File: config.mk
export PLATFORM = sky130hd
export DESIGN_NAME = hog_cell_hist_ctrl
export DESIGN_NICKNAME = d
export VERILOG_FILES = /design/src/rtl/hog_cell_hist_ctrl.sv
export SDC_FILE = /design/constraint.sdc
export NUM_CORES = 1
export LEC_CHECK = 0
export ABC_AREA = 0
export CORE_MARGIN = 2
export CORE_UTILIZATION = 30
export CTS_CLUSTER_SIZE = 12
export DETAILED_ROUTE_END_ITERATION = 8
export SKIP_CTS_REPAIR_TIMING = 1
export SYNTH_ARGS = -nofsm -noshare
export SYNTH_HDL_FRONTEND = slang
export SYNTH_SLANG_ARGS = --single-unit
File: constraint.sdc
create_clock -name clk -period 5.6 [get_ports clk]
set_input_delay 0.84 -clock clk [delete_from_list [all_inputs] [get_ports clk]]
set_output_delay 0.84 -clock clk [all_outputs]
set_load 0.005 [all_outputs]
File: src/rtl/hog_cell_hist_ctrl.sv
// HOG cell histogram: accumulates CELL_PIX (code, mag) samples into 9 orientation bins,
// then streams the 9 bins out. Define HOG_HIST_SAT_EN to saturate bins instead of wrapping.
module hog_cell_hist_ctrl #(
    parameter int MAG_W    = 12,
    parameter int ACC_W    = 16,
    parameter int CELL_PIX = 64
) (
    input  logic             clk,
    input  logic             rst,
    input  logic             clr,
    input  logic             i_valid,
    output logic             i_ready,
    input  logic [3:0]       code,
    input  logic [MAG_W-1:0] mag,
    output logic             o_valid,
    input  logic             o_ready,
    output logic [3:0]       o_bin_idx,
    output logic [ACC_W-1:0] o_bin_val,
    output logic             o_last
);

    // Handshake: a sample moves on a rising edge with i_valid && i_ready, a bin moves with
    // o_valid && o_ready; o_valid/payload hold until taken, and clr overrides both transfers.
    localparam int CNT_W = (CELL_PIX > 1) ? $clog2(CELL_PIX) : 1;
    localparam int SUM_W = ((ACC_W > MAG_W) ? ACC_W : MAG_W) + 1;

    typedef enum logic {
        ST_ACCUM = 1'b0,
        ST_DRAIN = 1'b1
    } state_t;

    state_t           state_q, state_d;
    logic [ACC_W-1:0] acc_q [9];
    logic [CNT_W-1:0] cnt_q;
    logic [3:0]       idx_q;

    logic [3:0]       bin_sel;
    logic [ACC_W-1:0] acc_cur;
    logic [ACC_W-1:0] drain_val;
    logic [SUM_W-1:0] sum;
    logic [ACC_W-1:0] acc_add;
    logic             in_fire, out_fire, cell_done, last_bin;

    assign in_fire   = i_valid && (state_q == ST_ACCUM);
    assign out_fire  = o_ready && (state_q == ST_DRAIN);
    assign cell_done = in_fire && (cnt_q == CNT_W'(CELL_PIX - 1));
    assign last_bin  = (idx_q == 4'd8);

    // Codes above 8 fold into the last bin.
    always_comb begin
        bin_sel   = (code > 4'd8) ? 4'd8 : code;
        acc_cur   = '0;
        drain_val = '0;
        for (int b = 0; b < 9; b++) begin
            if (bin_sel == 4'(b)) acc_cur = acc_q[b];
            if (idx_q == 4'(b))   drain_val = acc_q[b];
        end
        sum = SUM_W'(acc_cur) + SUM_W'(mag);
`ifdef HOG_HIST_SAT_EN
        acc_add = (|sum[SUM_W-1:ACC_W]) ? {ACC_W{1'b1}} : sum[ACC_W-1:0];
`else
        acc_add = sum[ACC_W-1:0];
`endif
    end

    always_ff @(posedge clk or negedge rst) begin
        if (!rst) state_q <= ST_ACCUM;
        else      state_q <= state_d;
    end

    always_comb begin
        state_d = state_q;
        if (clr) begin
            state_d = ST_ACCUM;
        end else begin
            case (state_q)
                ST_ACCUM: if (cell_done)           state_d = ST_DRAIN;
                ST_DRAIN: if (out_fire && last_bin) state_d = ST_ACCUM;
                default:                           state_d = ST_ACCUM;
            endcase
        end
    end

    always_comb begin
        i_ready   = (state_q == ST_ACCUM);
        o_valid   = (state_q == ST_DRAIN);
        o_bin_idx = o_valid ? idx_q : 4'd0;
        o_bin_val = o_valid ? drain_val : '0;
        o_last    = o_valid && last_bin;
    end

    always_ff @(posedge clk or negedge rst) begin
        if (!rst) begin
            for (int b = 0; b < 9; b++) acc_q[b] <= '0;
            cnt_q <= '0;
            idx_q <= '0;
        end else if (clr) begin
            for (int b = 0; b < 9; b++) acc_q[b] <= '0;
            cnt_q <= '0;
            idx_q <= '0;
        end else if (in_fire) begin
            for (int b = 0; b < 9; b++) begin
                if (bin_sel == 4'(b)) acc_q[b] <= acc_add;
            end
            if (cell_done) begin
                cnt_q <= '0;
                idx_q <= '0;
            end else begin
                cnt_q <= cnt_q + CNT_W'(1);
            end
        end else if (out_fire) begin
            // The final bin transfer leaves the accumulators empty for the next cell.
            if (last_bin) begin
                for (int b = 0; b < 9; b++) acc_q[b] <= '0;
                idx_q <= '0;
            end else begin
                idx_q <= idx_q + 4'd1;
            end
        end
    end

endmodule

==> metrics.txt <==
Routed Wire Length 28,400 um; Max Freq 197 MHz; Avg Synthesized Cell Area 8.99 um2; Synth Instances 968; row count 62; Bufs on Longest Clock Path 2; GRT Total Usage 0.191; max_slew headroom 0.151; initial antenna violation count 0; Slew @ Worst Pin 1270 ps; Starting Density 0.304; fin crit share 0.908; final setup fails 0; CP Cell Sequence buf_2 -> buf_4 -> mux4_2 -> a22o_1 -> a22oi_1 -> a21oi_1 -> a221o_1 -> ha_1 -> and3_1 -> a221oi_1 -> a211oi_1 -> a211oi_1 -> nor4_2 -> xor2_2 -> o21ai_0; setup TNS 0 ps; Ys Warns 0; Max Transition Viols Final 0; Critical Path RT 5900 ps; Post-synth EDFFs 0; Post-Syn Area 8700 um2; most used cell, CP a211oi_1; async set-reset flop share out of synthesis 1.00; Remaining DRCs 0; routability congestion estimate 0.853; clk_skew 9.41 ps; Crit-path slowest cell a211oi_1; vias 7,752; Final Net Count 1,024; max-capacitance violation count 0; crit path capture type register; critical path arrival 5390 ps; leakage dissipation 4.28 nW; Seq/Total Area, Yosys 0.446; number of distinct library cells after synthesis 58; CP delay by family, top compound AO/OA/AOI/OAI gates; Power Dens Cells 298 nW/um2; DR pass1 iterations 6; largest net degree at the start of global routing 65; first-pass GRT wire length 44,700 um; Clock Pin Slew Worst Setup and Hold Paths 70 ps; drt wl/cell 20.6 um; worst path buffer plus inverter count 2; peak supply drop 0.238 mV; n_diodes 0; top_reg_cell synth dfrtp_1; syn_nets 1,010; Fillers 2,902; crit path time final 5090 ps; worst hold slack 358 ps; Synth Register Bits 155; post-DP HPWL 18,900 um; status completed; Via-to-Cell Ratio 5.62; chip width 174 um; slowest stage delay, CP 670 ps; CP max FO 14; Final Hold Viols 0; Placeable Area 28,600 um2; Worst Path Class, Setup primary input to register; Hold Path Class primary input to async pin; Initial DRC Count 794; worst-skew pair later-pin latency 440 ps; I/O Buffers 43; CTS tree built; share of cells above drive strength 1 0.0975; Root Driver clkbuf_16; CTS Buf Count 17; number of global-route vias before repair 7,647; die height 174 um; Die Area 30,400 um2; total gr overflow 0; CTS sink cnt 155; Layout area overhead 16.9%; RSZ-0062 raised after global routing false; Top-Level Pins 44; Critical Path Source Type primary input; antenna violation net count after detailed routing 0; H-tree levels 4
path summary, 6_finish.rpt:
| path | from | endpoint | slack, ps | depth (start not counted) |
|---|---|---|---|---|
| hold / removal | rst | acc_q[110] | 360 | 1 |
| setup / recovery | code[0] | acc_q[63] | 510 | 15 |
| setup reg to reg | acc_q[130] | acc_q[63] | 1240 | 13 |
| max in group asynchronous | rst | acc_q[10] | 4030 | 2 |
| min in group clk | acc_q[109] | acc_q[109] | 480 | 2 |
| hold reg to reg | acc_q[109] | acc_q[109] | 480 | 2 |
stage by stage:
step | setup WS (ps) | util | power (mW) | cells | cell area [um2]
finish | 514 | 0.355 | 3.03 | 1379 | 10200
global placement | 231 | 0.335 | 1.87 | 1347 | 9590
CTS | 609 | 0.355 | 3.04 | 1379 | 10200
floorplan | 985 | - | 1.67 | 968 | 8700
detailed placement | 139 | 0.335 | 1.88 | 1347 | 9590
global route | 276 | 0.355 | 3.16 | 1379 | 10200
Yosys cell counts (all sizes together), types with 11 or more instances:
| library cell | count | area share |
|---|---|---|
| clkbuf | 71 | 0.031 |
| inv | 12 | 0.0052 |
| o21ai | 157 | 0.090 |
| a22oi | 13 | 0.011 |
| a21oi | 44 | 0.025 |
| mux4 | 13 | 0.034 |
| nand2b | 11 | 0.0079 |
| a221oi | 51 | 0.051 |
| a22o | 27 | 0.027 |
| a211o | 16 | 0.016 |
| ha | 20 | 0.029 |
| nand2 | 158 | 0.068 |
| nor3 | 19 | 0.011 |
| nor2 | 75 | 0.032 |
| a221o | 12 | 0.014 |
| dfrtp | 155 | 0.45 |
where the power goes:
group          internal (mW)  switching, mW
combinational          0.213          0.332
clock                  0.633          0.528
sequential              1.23         0.0952
per-layer routing:
| metal | share of wire | global-route usage | vias up |
|---|---|---|---|
| li1 | - | - | 3588 |
| met1 | 0.46 | 0.265 | 3809 |
| met2 | 0.45 | 0.297 | 311 |
| met3 | 0.072 | 0.0418 | 44 |
| met4 | 0.019 | 0.0588 | 0 |
| met5 | 0 | 0 | - |
sequential cells by signal (all words and copies together), names as in the netlist:
name	count
o_valid	1
acc_q	144
idx_q	4
cnt_q	6
area by class of cell:
| class | instances | area (um2) | share of cell area |
|---|---|---|---|
| Sequential cell | 155 | 3880 | 0.381 |
| Multi-Input combinational cell | 721 | 4510 | 0.444 |
| Timing Repair Buffer | 75 | 679 | 0.0668 |
| Inverter | 12 | 45.0 | 0.00443 |
| Clock buffer | 18 | 439 | 0.0432 |
| Clock inverter | 14 | 136 | 0.0134 |
| Tap cell | 384 | 480 | 0.0472 |
cells in the final DEF, fill, tap and decap left out, drive strengths merged, types with 6 or more instances in the layout:
cell             n
a211o           16
a21o             7
a21oi           44
a221o           12
a221oi          51
a22o            27
a22oi           13
a31oi            8
and2             6
buf             34
clkbuf          18
clkdlybuf4s50   41
clkinv           6
dfrtp          155
ha              20
inv             17
mux2i            8
mux4            13
nand2          158
nand2b          11
nor2            75
nor3            19
o21ai          157
xnor2            8
xor2             7
logic make-up after synthesis:
logic type,Yosys count,synth area share
compound gates,360,0.270
simple gates,302,0.149
flops,155,0.446
buf+inv,92,0.0411
mux,23,0.0454
fa+ha+maj,21,0.0311
xor+xnor,15,0.0168
Power figures use the tool's default switching activity.
